File: config.mk
export PLATFORM = sky130hd
export DESIGN_NAME = game_ctrl_fsm
export DESIGN_NICKNAME = d
export VERILOG_FILES = /design/src/rtl/arkanoid_pkg.sv /design/src/rtl/btn_edge.sv /design/src/rtl/game_ctrl_fsm.sv
export SDC_FILE = /design/constraint.sdc
export NUM_CORES = 1
export LEC_CHECK = 0
export ABC_AREA = 1
export BUFFER_PORTS_ARGS = -buffer_cell sky130_fd_sc_hd__buf_4
export CORE_MARGIN = 10
export CORE_UTILIZATION = 40
export CTS_CLUSTER_DIAMETER = 200
export DETAILED_ROUTE_END_ITERATION = 8
export MAX_ROUTING_LAYER = met4
export REMOVE_ABC_BUFFERS = 1
export SETUP_SLACK_MARGIN = 0.2
export SKIP_LAST_GASP = 1
export SYNTH_ARGS = -nofsm -noshare
export SYNTH_HDL_FRONTEND = slang
export SYNTH_SLANG_ARGS = --single-unit
File: constraint.sdc
create_clock -name clk -period 1.9 [get_ports clk]
set_input_delay 0.095 -clock clk [delete_from_list [all_inputs] [get_ports clk]]
set_output_delay 0.095 -clock clk [all_outputs]
set_load 0.03 [all_outputs]
File: src/rtl/arkanoid_pkg.sv
// Shared Arkanoid sequencer types: FSM state encoding and timing constants.
// The countdown timer itself lives outside the sequencer and reloads to TIMER_RELOAD.
package arkanoid_pkg;

   typedef enum logic [2:0] {
      ST_IDLE  = 3'd0,
      ST_SERVE = 3'd1,
      ST_PLAY  = 3'd2,
      ST_PAUSE = 3'd3,
      ST_MISS  = 3'd4,
      ST_LVLUP = 3'd5,
      ST_OVER  = 3'd6
   } state_e;

   localparam logic [7:0] TIMER_RELOAD = 8'd180;
   localparam int         FRAME_HZ     = 60;

   // States in which the countdown timer is allowed to run.
   function automatic logic is_delay_state(input state_e s);
      return (s == ST_SERVE) || (s == ST_MISS) || (s == ST_LVLUP) || (s == ST_OVER);
   endfunction

endpackage

File: src/rtl/btn_edge.sv
// Button conditioner: 2-FF synchronizer followed by a registered rising-edge pulse.
// The event pulse appears three clocks after the raw input rises.
module btn_edge
   import arkanoid_pkg::*;
(
   input  logic clk,
   input  logic reset,
   input  logic btn_i,
   output logic evt_o
);

   logic sync1_q, sync2_q, prev_q, evt_q;

   always_ff @(posedge clk) begin
      if (reset) begin
         sync1_q <= 1'b0;
         sync2_q <= 1'b0;
         prev_q  <= 1'b0;
         evt_q   <= 1'b0;
      end else begin
         sync1_q <= btn_i;
         sync2_q <= sync1_q;
         prev_q  <= sync2_q;
         evt_q   <= sync2_q & ~prev_q;
      end
   end

   assign evt_o = evt_q;

endmodule

File: src/rtl/game_ctrl_fsm.sv
// Arkanoid game sequencer: state machine, lives/level counters and timer handshake.
// timer_start and brick_reload are registered so they fire in the first cycle of the entered state.
module game_ctrl_fsm
   import arkanoid_pkg::*;
#(
   parameter int LIVES_INIT = 3,
   parameter int LIVES_W    = 2,
   parameter int LEVEL_W    = 3
) (
   input  logic               clk,
   input  logic               reset,
   input  logic               btn_start,
   input  logic               refr_tick,
   input  logic               ball_miss,
   input  logic               bricks_clear,
   input  logic               timer_up,
   output logic               timer_start,
   output logic               timer_tick,
   output logic               play_en,
   output logic               ball_reset,
   output logic               brick_reload,
   output logic               game_over,
   output logic [LIVES_W-1:0] lives,
   output logic [LEVEL_W-1:0] level,
   output logic [2:0]         state_o
);

   state_e             state_q, state_d;
   logic [LIVES_W-1:0] lives_q, lives_d;
   logic [LEVEL_W-1:0] level_q, level_d;
   logic               timer_start_q, timer_start_d;
   logic               brick_reload_q, brick_reload_d;
   logic               over_seen_q, over_seen_d;
   logic               btn_evt;
   logic               tmr_done;

   btn_edge u_btn_start (
      .clk   (clk),
      .reset (reset),
      .btn_i (btn_start),
      .evt_o (btn_evt)
   );

   // timer_up still reflects the previous countdown during the reload cycle.
   assign tmr_done = timer_up & ~timer_start_q;

   always_ff @(posedge clk) begin
      if (reset) begin
         state_q        <= ST_IDLE;
         lives_q        <= LIVES_W'(LIVES_INIT);
         level_q        <= '0;
         timer_start_q  <= 1'b0;
         brick_reload_q <= 1'b0;
         over_seen_q    <= 1'b0;
      end else begin
         state_q        <= state_d;
         lives_q        <= lives_d;
         level_q        <= level_d;
         timer_start_q  <= timer_start_d;
         brick_reload_q <= brick_reload_d;
         over_seen_q    <= over_seen_d;
      end
   end

   always_comb begin
      state_d        = state_q;
      lives_d        = lives_q;
      level_d        = level_q;
      timer_start_d  = 1'b0;
      brick_reload_d = 1'b0;
      over_seen_d    = over_seen_q;
      case (state_q)
         ST_IDLE: begin
            if (btn_evt) begin
               state_d        = ST_SERVE;
               lives_d        = LIVES_W'(LIVES_INIT);
               level_d        = '0;
               brick_reload_d = 1'b1;
               timer_start_d  = 1'b1;
            end
         end
         ST_SERVE: begin
            if (tmr_done) state_d = ST_PLAY;
         end
         ST_PLAY: begin
            if (bricks_clear) begin
               state_d       = ST_LVLUP;
               timer_start_d = 1'b1;
            end else if (ball_miss) begin
               timer_start_d = 1'b1;
               if (lives_q > LIVES_W'(1)) begin
                  state_d = ST_MISS;
                  lives_d = lives_q - LIVES_W'(1);
               end else begin
                  state_d     = ST_OVER;
                  lives_d     = '0;
                  over_seen_d = 1'b0;
               end
            end else if (btn_evt) begin
               state_d = ST_PAUSE;
            end
         end
         ST_PAUSE: begin
            if (btn_evt) state_d = ST_PLAY;
         end
         ST_MISS: begin
            if (tmr_done) begin
               state_d       = ST_SERVE;
               timer_start_d = 1'b1;
            end
         end
         ST_LVLUP: begin
            if (tmr_done) begin
               state_d        = ST_SERVE;
               level_d        = level_q + LEVEL_W'(1);
               brick_reload_d = 1'b1;
               timer_start_d  = 1'b1;
            end
         end
         ST_OVER: begin
            // The start button only leaves the game-over screen once the countdown has expired.
            if (over_seen_q && btn_evt) begin
               state_d     = ST_IDLE;
               over_seen_d = 1'b0;
            end else if (tmr_done) begin
               over_seen_d = 1'b1;
            end
         end
         default: state_d = ST_IDLE;
      endcase
   end

   always_comb begin
      play_en    = 1'b0;
      ball_reset = 1'b1;
      game_over  = 1'b0;
      case (state_q)
         ST_PLAY: begin
            play_en    = 1'b1;
            ball_reset = 1'b0;
         end
         ST_PAUSE: ball_reset = 1'b0;
         ST_OVER:  game_over  = 1'b1;
         default: ;
      endcase
   end

   assign timer_tick   = refr_tick & is_delay_state(state_q);
   assign timer_start  = timer_start_q;
   assign brick_reload = brick_reload_q;
   assign lives        = lives_q;
   assign level        = level_q;
   assign state_o      = state_q;

endmodule

## Word level (Yosys, flattened, before mapping)

Index checks and enable logic that the tools add are counted.

- Bits in registers: 15
- Bits in latches: 0
- Bits in writable memories: 0
- Bits in read-only memories: 0
- Bits of input ports: 7
- Output and inout bits: 14
- Word-level logic and storage cells: 82
- Memories kept: 0

- Add/subtract/negate cells: 2
- $mul: 0
- Div/mod/pow operators: 0
- Magnitude comparators: 1
- Eq/ne operators: 17
- Shifts and indexed selects: 0
- Multiplexer cells: 33
- Bitwise logic cells: 5
- Reduce and logical (&&, ||, !) cells: 14

Operators by type and width:

| kind | count |
|---|---|
| two-way mux 3 bit | 10 |
| one-hot mux 3 bit (6 select lines) | 1 |
| two-way mux 1 bit | 12 |
| != test 2 bit, second input constant | 6 |
| two-way mux 2 bit | 5 |
| equality test 3 bit, second input constant | 3 |
| equality test 3 x 2 -> 1 bit, second input constant | 2 |
| != test 2 x 1 -> 1 bit, second input constant | 3 |
| one-hot mux 3 bit (2 select lines) | 1 |
| AND reduction 6 bit | 1 |
| nonzero test 2 bit | 3 |
| AND reduction 5 bit | 1 |
| != test 4 x 3 -> 1 bit, second input constant | 1 |
| one-hot mux 1 bit (2 select lines) | 2 |
| one-hot mux 2 bit (2 select lines) | 1 |
| AND reduction 4 bit | 1 |
| OR reduction 2 bit | 2 |
| adder 3 x 1 -> 3 bit, second input constant | 1 |
| AND 1 bit | 3 |
| equality test 3 x 1 -> 1 bit, second input constant | 1 |
| logical NOT 3 bit | 1 |
| logical OR 1 bit | 3 |
| != test 3 bit, second input constant | 1 |
| one-hot mux 1 bit (3 select lines) | 1 |
| 5 further kinds | 6 |

## Depth between registers and ports, before layout

- Depth in word-level cells: 5
- Mapped depth: 9
- Depth with buffers taken out: 8

## By module

From an unflattened synthesis, not the netlist that was laid out.

- Cells, all modules: 112
- Area total of the unflattened synthesis: 810.8 µm²

By module, submodules not included:

| module | times used | cells each | area an instance (µm²) | seq. area each (µm²) |
|---|---|---|---|---|
| game_ctrl_fsm | 1 | 100 | 695.7 | 220.2 |
| btn_edge | 1 | 12 | 115.1 | 80.1 |

## Worst setup path after synthesis

No wires, ideal clock.

- Path type: reg2reg
- From: reg state_q[2], in the netlist state_o[2]
- To: reg state_q[0], in the netlist state_o[0]
- Setup time: 116 ps
- Data arrival time: 1450 ps
- Required time: 1784 ps
- Slack: 334 ps
- Cell stages (with the launch flop): 9
- Path buffers: 1
- Clock period less this slack: 1566 ps
- Cells stage by stage: dfxtp_1 -> buf_6 -> nand2_1 -> nor2_2 -> nand2_1 -> nand2_1 -> nor2_1 -> a21oi_1 -> nor2_1

- Word-level cells in the longest chain between the ends: 4
- Elaborated cells between the ends (all ways): 16
- Those cells by class: 12 x eq/ne; 1 x mux; 3 x reduce/logical

Ends and longest elaborated chain:

| what | RTL line | source |
|---|---|---|
| from (decl) | game_ctrl_fsm.sv:28 | `state_e state_q, state_d;` |
| from (signal assigned) | game_ctrl_fsm.sv:56 | `state_q <= state_d;` |
| equality test 3 bit | game_ctrl_fsm.sv:72 | `case (state_q)` |
| OR reduction 2 bit (no line) | -- |  |
| != test 2 x 1 -> 1 bit (no line) | -- |  |
| AND reduction 6 bit (no line) | -- |  |

Parallel ways exist; a longest one is shown, timed or not.
A chain may end at the register's enable or synchronous reset.

## Final worst setup path

- From: reg state_q[1], in the netlist state_o[1]
- To: out play_en

- Word-level cells in the longest chain between the ends: 2

Ends and longest elaborated chain:

| what | RTL line | source |
|---|---|---|
| equality test 3 x 2 -> 1 bit | game_ctrl_fsm.sv:137 | `case (state_q)` |
| two-way mux 1 bit | game_ctrl_fsm.sv:137 |  |
| to (decl) | game_ctrl_fsm.sv:19 | `output logic play_en,` |

No other way between the ends.

==> impl_metrics.tcl <==
set metrics [dict create \
    finalWorstPathRequiredPeriod_ps 1420 \
    hold_buffers 0 \
    cp.required_ps 1800 \
    status "completed" \
    maxSlewHeadroom_pct 71.2 \
    ioPinCount 21 \
    peakVddDrop_mv 0.572 \
    cts-resized-gates 0 \
    die-area_mm2 0.00420 \
    maxCapViolCount 0 \
    synth_top_family_by_area "simple AND/OR/NAND/NOR gates" \
    skew_ps 2.20 \
    power_density_mw_per_mm2 1130 \
    grt_pass1_vias 790 \
    leakagePower_nw 0.480 \
    diodes 0 \
    synth_edf_count 0 \
    layout_commonest_cell "nand2_1" \
    clk_pin_slew_ps 90 \
    vias_per_cell 4.72 \
    grt-ovfl-total 0 \
    cts.htree.levels 1 \
    die_w_um 64.8 \
    synth_fa_ha_area_share_pct 1.56 \
    instances_no_fill 163 \
    num_vias 770 \
    layout_common_cells "nand2_1 (24), buf_4 (20), nor2_1 (17)" \
    cts_tree "yes" \
    cts-root-buf "clkbuf_4" \
    final.setup.worst_slack_ps 479 \
    worstSetupPathType "reg2out" \
    syn_area_um2 802 \
    synthFlopType "dfxtp_1" \
    drive_gt1_share_pct 28.7 \
    ant_nets 0 \
    grt_pass1_wl_um 3400 \
    synth.distinct_cells 23 \
    setup_viol_count_final 0 \
    row_count 16 \
    grt_max_degree 11 \
    muxShareOfSynthArea_pct 0 \
    ys_seq_area_share_pct 37.4 \
    avgRoutedWirePerCell_um 11.3 \
    clkSinkCount 15 \
    routed_wl_um 1830 \
    antenna_found_initial 0 \
    post-place-ws_ps 519 \
    hold_viol 0 \
    gp_congestion 0.964 \
    yosys.area_share.simple_pct 34.9 \
    core_mm2 0.00194 \
    crit_fanout 9 \
    period_share_pct 74.8 \
    hold_class "in2reg" \
    cp-end-kind "output port" \
    nets 145 \
    grt.total_usage_pct 9.90 \
    synth_cells 114 \
    rsz0062_at_grt "no" \
    dp_cells 159 \
    ys_warn_count 0 \
    cts_buffers 3 \
    cts_max_path_buffers 2 \
    firstDrtPassIters 4 \
    syn_avg_cell_area_um2 7.04 \
    async_flop_share_pct 0 \
    dp_hpwl_um 1470 \
    drt_iter0_markers 20 \
    synthXorXnorAreaFrac_pct 0 \
    initial_core_util_pct 41.3 \
    start_kind "register" \
    portBuffers 20 \
    fp.dieH_um 64.8 \
    fin_setup_tns_ps 0 \
    area_delta_synth_final_pct 23.6 \
    insertion_delay_ps 280 \
    post_cts_buffers 0 \
    drc 0 \
    report.final.slew_viol_count 0 \
    tightest_slew_ps 431 \
    clock.fmax_mhz 704 \
    arrival_ps 1330 \
    synth-compound-area-share_pct 15.0 \
    yosys_register_bits 15 \
]
## flip-flops by register name, summed over array words and instances, names as in the netlist
| name | count |
|---|---|
| level | 3 |
| lives | 2 |
| timer_start | 1 |
| brick_reload | 1 |
| u_btn_start.sync2_q | 1 |
| over_seen_q | 1 |
| u_btn_start.sync1_q | 1 |
| u_btn_start.prev_q | 1 |
| u_btn_start.evt_o | 1 |
| state_o | 3 |
## final cells by class
class	count	area (µm²)
repair buffers	20	150
clock inverters	1	5.00
fillers	212	951
inverters	17	66.3
well taps	27	33.8
multi-input cells	80	413
flip-flops and latches	15	300
clock buffers	3	22.5
## synthesized netlist by cell type, types with 2 or more instances
| cell type | instances | area, µm² |
|---|---|---|
| a21oi_1 | 9 | 45.0 |
| a21oi_2 | 3 | 26.3 |
| buf_6 | 2 | 22.5 |
| dfxtp_1 | 15 | 300 |
| inv_1 | 15 | 56.3 |
| nand2_1 | 24 | 90.1 |
| nand2_2 | 2 | 12.5 |
| nand3_1 | 9 | 45.0 |
| nor2_1 | 17 | 63.8 |
| nor2_2 | 3 | 18.8 |
| nor3_1 | 2 | 10.0 |
| o21ai_2 | 2 | 17.5 |
## per-layer routing
| layer | global-route usage, % | share of wire (%) |
|---|---|---|
| met5 | - | 0 |
| met4 | 4.28 | 1.3 |
| met3 | 2.75 | 7.7 |
| met2 | 15.6 | 45 |
| met1 | 11.5 | 46 |
## stage by stage
step	cell area, µm²	util [%]	hold WS (ps)	total power [mW]
floorplan	779	-	164	0.787
global placement	963	49.6	309	0.944
detailed placement	963	49.6	306	0.948
CTS	991	51.0	5.51	1.13
global route	991	51.0	5.99	1.22
finish	991	51.0	6.68	1.12
## where the power goes
part	internal, mW	switching [mW]	leakage, nW
Clock	0.0782	0.104	0.0177
Sequential	0.354	0.0676	0.122
Combinational	0.180	0.334	0.340
Total	0.612	0.506	0.480
## worst paths after layout
kind | start | endpoint | slack, ps | cells after the start
max | state_o[1] | play_en | 480 | 3
min | reset | u_btn_start.sync1_q | 7 | 2
max reg2reg | state_o[2] | state_o[1] | 490 | 7
min reg2reg | u_btn_start.prev_q | u_btn_start.evt_o | 390 | 1
## critical path, cell delays in order, from the launching register on
cell and delay [ps]:
dfxtp_1 560, nand2_2 140, nor2_4 160, buf_4 190
## logic make-up after synthesis
kind of cell	count (synthesis)
AO/OA/AOI/OAI	19
flip-flops	15
adder cells (fa/ha/maj)	1
buffers and inverters	19
AND/OR/NAND/NOR	60
Note: power is estimated with default switching activity, not from simulation.
